File: config.mk
export PLATFORM = sky130hd
export DESIGN_NAME = counter_display_n
export DESIGN_NICKNAME = d
export VERILOG_FILES = /design/src/rtl/counter_display_n.sv
export SDC_FILE = /design/constraint.sdc
export NUM_CORES = 1
export LEC_CHECK = 0
export CAP_MARGIN = 10
export CORE_ASPECT_RATIO = 0.75
export CORE_MARGIN = 10
export CORE_UTILIZATION = 47
export CTS_CLUSTER_DIAMETER = 120
export DETAILED_ROUTE_END_ITERATION = 8
export PLACE_DENSITY = 0.78
export SYNTH_ARGS = -nofsm -noshare
export SYNTH_HDL_FRONTEND = slang
export SYNTH_SLANG_ARGS = --single-unit
File: constraint.sdc
create_clock -name clock -period 2.6 [get_ports clock]
set_input_delay 0.65 -clock clock [delete_from_list [all_inputs] [get_ports clock]]
set_output_delay 0.65 -clock clock [all_outputs]
set_load 0.02 [all_outputs]
File: src/rtl/counter_display_n.sv
// counter_display_n: prescaled BCD up/down counter with a 7-segment decode per digit.
// The count steps once every TICK_DIV clocks. It can wrap between 0 and LIMIT or
// saturate at either end.
// Optional feature (macro COUNTER_DISPLAY_LOAD_EN): adds a synchronous parallel
// load (ports load, load_value). A load clamps each digit to 9 and the whole
// value to LIMIT.
module counter_display_n #(
    parameter int DIGITS   = 2,
    parameter int TICK_DIV = 150000000,
    parameter int LIMIT    = 99
) (
    input  logic                  clock,
    input  logic                  n_reset,
    input  logic                  down,
    input  logic                  hold,
    input  logic                  sat,
`ifdef COUNTER_DISPLAY_LOAD_EN
    input  logic                  load,
    input  logic [4*DIGITS-1:0]   load_value,
`endif
    output logic [4*DIGITS-1:0]   count_bcd,
    output logic [7*DIGITS-1:0]   display,
    output logic                  tick,
    output logic                  wrap
);

    localparam int BW = 4 * DIGITS;
    localparam int PW = $clog2(TICK_DIV);

    // Decimal LIMIT converted to its packed BCD form at elaboration time
    function automatic logic [BW-1:0] to_bcd(input int v);
        logic [BW-1:0] r;
        int            t;
        r = '0;
        t = v;
        for (int i = 0; i < DIGITS; i++) begin
            r[4*i +: 4] = 4'(t % 10);
            t = t / 10;
        end
        return r;
    endfunction

    localparam logic [BW-1:0] LIMIT_BCD = to_bcd(LIMIT);
    localparam logic [PW-1:0] PRE_LAST  = PW'(TICK_DIV - 1);

    // Add one in decimal, rippling the carry through every digit
    function automatic logic [BW-1:0] bcd_inc(input logic [BW-1:0] v);
        logic [BW-1:0] r;
        logic          c;
        r = v;
        c = 1'b1;
        for (int i = 0; i < DIGITS; i++) begin
            if (c) begin
                if (v[4*i +: 4] >= 4'd9) begin
                    r[4*i +: 4] = 4'd0;
                end else begin
                    r[4*i +: 4] = v[4*i +: 4] + 4'd1;
                    c = 1'b0;
                end
            end
        end
        return r;
    endfunction

    // Subtract one in decimal, rippling the borrow through every digit
    function automatic logic [BW-1:0] bcd_dec(input logic [BW-1:0] v);
        logic [BW-1:0] r;
        logic          b;
        r = v;
        b = 1'b1;
        for (int i = 0; i < DIGITS; i++) begin
            if (b) begin
                if (v[4*i +: 4] == 4'd0) begin
                    r[4*i +: 4] = 4'd9;
                end else begin
                    r[4*i +: 4] = v[4*i +: 4] - 4'd1;
                    b = 1'b0;
                end
            end
        end
        return r;
    endfunction

    // Saturate a loaded value: each digit to 9, then the whole value to LIMIT.
    // With every digit in 0..9, the unsigned order of the packed BCD matches numeric order.
    function automatic logic [BW-1:0] sat_load(input logic [BW-1:0] v);
        logic [BW-1:0] r;
        for (int i = 0; i < DIGITS; i++) begin
            r[4*i +: 4] = (v[4*i +: 4] > 4'd9) ? 4'd9 : v[4*i +: 4];
        end
        if (r > LIMIT_BCD) begin
            r = LIMIT_BCD;
        end
        return r;
    endfunction

    // Active-high segments g..a; any non-decimal digit shows a lone dash
    function automatic logic [6:0] seg7(input logic [3:0] d);
        logic [6:0] s;
        case (d)
            4'd0:    s = 7'h3F;
            4'd1:    s = 7'h06;
            4'd2:    s = 7'h5B;
            4'd3:    s = 7'h4F;
            4'd4:    s = 7'h66;
            4'd5:    s = 7'h6D;
            4'd6:    s = 7'h7D;
            4'd7:    s = 7'h07;
            4'd8:    s = 7'h7F;
            4'd9:    s = 7'h6F;
            default: s = 7'h40;
        endcase
        return s;
    endfunction

    logic [PW-1:0] presc;
    logic          at_last;
    logic [BW-1:0] count_nxt;
    logic          wrap_nxt;

    assign at_last = (presc == PRE_LAST);

    // Next count on a step edge. down/hold/sat matter only when the prescaler is at its last value.
    always_comb begin
        count_nxt = count_bcd;
        wrap_nxt  = 1'b0;
        if (at_last && !hold) begin
            if (!down) begin
                if (count_bcd == LIMIT_BCD) begin
                    if (!sat) begin
                        count_nxt = '0;
                        wrap_nxt  = 1'b1;
                    end
                end else begin
                    count_nxt = bcd_inc(count_bcd);
                end
            end else begin
                if (count_bcd == '0) begin
                    if (!sat) begin
                        count_nxt = LIMIT_BCD;
                        wrap_nxt  = 1'b1;
                    end
                end else begin
                    count_nxt = bcd_dec(count_bcd);
                end
            end
        end
    end

    // Prescaler, count and the tick/wrap pulses; a load overrides any step on the same edge
    always_ff @(posedge clock or negedge n_reset) begin
        if (!n_reset) begin
            presc     <= '0;
            count_bcd <= '0;
            tick      <= 1'b0;
            wrap      <= 1'b0;
        end
`ifdef COUNTER_DISPLAY_LOAD_EN
        else if (load) begin
            presc     <= '0;
            count_bcd <= sat_load(load_value);
            tick      <= 1'b0;
            wrap      <= 1'b0;
        end
`endif
        else begin
            presc     <= at_last ? '0 : presc + PW'(1);
            count_bcd <= count_nxt;
            tick      <= at_last;
            wrap      <= wrap_nxt;
        end
    end

    // Zero-latency segment decode of every digit of the registered count
    always_comb begin
        display = '0;
        for (int i = 0; i < DIGITS; i++) begin
            display[7*i +: 7] = seg7(count_bcd[4*i +: 4]);
        end
    end

endmodule
Yosys cells after proc, flatten, opt, wreduce, memory -nomap -nowiden. Memories as Yosys holds them, arrays and structs flattened. Index checks and enable logic that the tools add are counted.

Add/subtract/negate cells: 5. Magnitude comparators: 2. Eq/ne operators: 5. Multiplexer cells: 25. Reductions and logical operators: 8.

Operators by type and width (number): 2-to-1 mux 8 bit (5); adder 28 x 1 -> 28 bit, second input constant (1); equality test 28 bit, second input constant (1); 2-to-1 mux 28 bit (1); 2-to-1 mux 4 bit (6); 2-to-1 mux 1 bit (13); adder 4 x 1 -> 4 bit, second input constant (2); equality test 8 bit, second input constant (1); >= comparator 4 bit, second input constant (2); logical NOT 4 bit (2); logical NOT 8 bit (1); subtractor 4 x 1 -> 4 bit, second input constant (2); != test 3 bit, second input constant (2); AND reduction 5 bit (1); != test 3 x 1 -> 1 bit, second input constant (1); AND reduction 3 bit (1); nonzero test 3 bit (1); logical AND 1 bit (1); logical NOT 1 bit (1).

Register bits: 38. Memory bits (read-only): 224. Input port bits: 5. Memories: 2.

Memory list: (name not given) (words 16, width 7, read ports 1, clocked after Yosys merged registers in 0, wr ports 0, RTL line 100) `case (d)`; (name not given) (words 16, width 7, read ports 1, clocked after Yosys merged registers in 0, wr ports 0, RTL line 100).

Logic depth before layout (Yosys ltp).
Depth after elaboration: 8. Mapped depth: 7.

Worst setup path after synthesis. Ideal clock, no wire load.

Path kind: reg-to-output. Start point: register count_bcd[4]. End point: output display[12]. Arrival time: 1767 ps. Data required time: 1950 ps. Slack: 183 ps. Stages on the path, launching flop included: 6. Path buffers: 0. Cells stage by stage: dfrtp_1 -> inv_1 -> ha_1 -> inv_1 -> mux2_2 -> o21ai_0.

Cells in the longest elaborated chain, start to end: 1.

Ends and longest elaborated chain: start, declared (RTL line 21) `output logic [4*DIGITS-1:0] count_bcd,`; start signal, assigned (RTL line 168) `count_bcd <= count_nxt;`; memory read (16 x 7 bit); end, declared (RTL line 22) `output logic [7*DIGITS-1:0] display,`.

Every way passes these cells.

Worst setup path after layout.
Start point: register count_bcd[0]. End point: output display[4].

The elaborated chain is that of the path after synthesis.

==> results.yml <==
outcome:
  status: "finished, final reports clean"
yosys:
  ys_top_cells_by_count: "dfrtp_1, nor2_1, nand2_1"
  synthesis.nets: 296
  synth_top_area_share_pct: 38.1
  ys.flop_type: "dfrtp_1"
  ys_seq_area_share_pct: 38.1
  ys.warnings.count: 0
  yosysMostFrequentCell: "dfrtp_1"
  yosys-top-cells-area: "dfrtp_1, ha_1, xnor2_1, nor2_1, o21ai_0"
  netlist_area_um2: 2500
  yosys.area_share.adder_pct: 8.02
  yosys_register_bits: 38
  yosysUniqueCellTypes: 47
  netlist_instances: 275
  synthMuxAreaShare_pct: 0.451
  syn_area_per_cell_um2: 9.08
  synth-simple-area-share_pct: 24.8
  synth-async-reset-ratio_pct: 100
  synth_area_leader_cell: "dfrtp_1"
  synth_top_family_by_area: "simple AND/OR/NAND/NOR gates"
  synth_compound_area_share_pct: 14.7
  synth_edf_count: 0
  synth-xor-area-share_pct: 8.77
floorplan:
  die_h_um: 83.1
  ios: 29
  initial_core_util_pct: 49.8
  die_w_um: 104
  placeableCoreArea_um2: 5010
  die_area_um2: 8660
  num_rows: 22
route:
  drt-vias-per-instance: 5.54
  routedWlPerCell_um: 14.7
  detail-route-antenna-nets: 0
  firstDrtPassIters: 4
  drc_errors: 0
  routed_wl_um: 5690
  drt_iter0_markers: 117
  vias: 2145
setup_path:
  critPathKind: "reg2out"
  cp_cell_sequence: "inv_1, ha_1, a22o_1, clkdlybuf4s50_1"
  slowest_delay_ns: 0.60
  cp_top_family: "buffers and inverters"
  worstPathRequired_ns: 1.95
  critPathMaxFanout: 5
  worstPathArrival_ns: 1.86
  endpoint_kind: "primary output"
  crit_path_top_delay_cell: "clkdlybuf4s50_1"
  cp-start-kind: "flip-flop"
  cp_num_buf_inv: 2
timing:
  tightest_slew_ns: 0.825
  final_hold_viol_count: 0
  slew_headroom_pct: 45.0
  rsz0062_at_grt: "false"
  setup_viol: 0
  drv_slew: 0
  period_share_pct: 96.6
  fin_tns_setup_ns: 0
  max_freq_mhz: 398
  fin_skew_ns: 0.00832
  min_period_ns: 2.51
layout:
  antenna_cells: 0
  final_nets: 335
  drive_gt1_share_pct: 13.7
  fin_util_pct: 59.6
  syn2layout_area_growth_pct: 19.6
place:
  place_congestion: 0.877
  io_buffers: 28
  place_hpwl_um: 4350
clock_network:
  clockRootBuffer: "clkbuf_8"
  numCtsBuffers: 5
  tritoncts: "built"
  clk_latency_ns: 0.29
  cts_setup_buffers: 0
  clock-sinks: 38
  htree_num_levels: 2
  cts.reportedPaths.clkPinSlew_ns: 0.07
  cts_buffer_depth: 2
pwr:
  powerDensity_nw_per_um2: 348
  leakage_uw: 0.00135
  peakVddDrop_v: 0.000223
min_path:
  hold_class: "in2async"
global_routing:
  grt_max_degree: 39
  grt_overflow_total: 0
  grt_pass1_wl_um: 9970
  track_usage_pct: 13.2
  grt_pass1_vias: 2025
  antenna_found_initial: 0
run:
  drv_cap: 0
## worst paths after layout
| check | from | to | slack (ns) | cells after the start |
|---|---|---|---|---|
| worst min-delay path | n_reset | presc[16] | 0.46 | 1 |
| worst min register to register | presc[0] | presc[0] | 0.50 | 1 |
| min in group clock | presc[0] | presc[0] | 0.50 | 1 |
| worst max register to register | presc[16] | count_bcd[4] | 0.35 | 5 |
| worst max-delay path | count_bcd[0] | display[4] | 0.09 | 4 |
| max in group asynchronous | n_reset | presc[5] | 1.62 | 1 |
## state kept, by name, summed over array words and instances, names as in the netlist
register,count
presc,28
count_bcd,8
tick,1
wrap,1
## report_power, final
part,switching (uW),total [uW],internal [uW]
Combinational,24.7,35.8,11.1
Clock,198,411,214
Sequential,0,591,591
## layout make-up
| type | count | area [um2] |
|---|---|---|
| Inverter | 17 | 63.8 |
| Clock buffer | 7 | 86.3 |
| Sequential cell | 38 | 951 |
| Fill cell | 458 | 2020 |
| Timing Repair Buffer | 41 | 373 |
| Multi-Input combinational cell | 211 | 1420 |
| Tap cell | 72 | 90.1 |
| Clock inverter | 1 | 5.00 |
## worst reg2reg max path, stage by stage (launching register included)
cell	delay, ns
dfrtp_1	0.45
or4b_4	0.58
nor4b_4	0.35
nand4_2	0.30
a211oi_1	0.32
nand2b_1	0.12
## metrics by stage
stage                     hold WS, ns  worst slack [ns]  std cells  area, um2  power (uW)
after global placement          0.479             0.189        379       2890         638
after floorplan                 0.354             0.183        275       2500         618
after global routing            0.513           0.00435        387       2990        1080
after CTS                       0.489           0.00123        387       2980        1050
final                           0.458            0.0894        387       2990        1040
after detailed placement        0.485             0.122        379       2890         639
## per-layer routing
metal | up-vias | routed length, um | track usage (%)
met5 | - | 0 | 0
met4 | 0 | 68 | 3.63
met3 | 9 | 283 | 3.09
met2 | 64 | 2550 | 19.8
met1 | 1016 | 2790 | 18.3
li1 | 1056 | - | -
## layout by cell type, fill, tap and decap left out, types with 15 or more instances in the layout
| cell type | instances |
|---|---|
| dfrtp_1 | 38 |
| inv_1 | 17 |
| clkdlybuf4s50_1 | 15 |
| nor2_1 | 30 |
| o21ai_0 | 21 |
| nand2_1 | 22 |
| a21oi_1 | 16 |
| ha_1 | 16 |
| xnor2_1 | 16 |
## logic make-up after synthesis
logic type | Yosys count
XOR/XNOR | 25
flip-flops | 38
buffers and inverters | 26
AND/OR/NAND/NOR | 109
adder cells (fa/ha/maj) | 16
AO/OA/AOI/OAI | 60
multiplexers | 1
## timing repair
action,4_1_cts,5_1_grt
gates resized for setup,8,4
endpoints found under the setup margin,8,4
gates cloned,0,0
hold buffers,0,0
No activity file was read; power rests on OpenSTA's default activity.
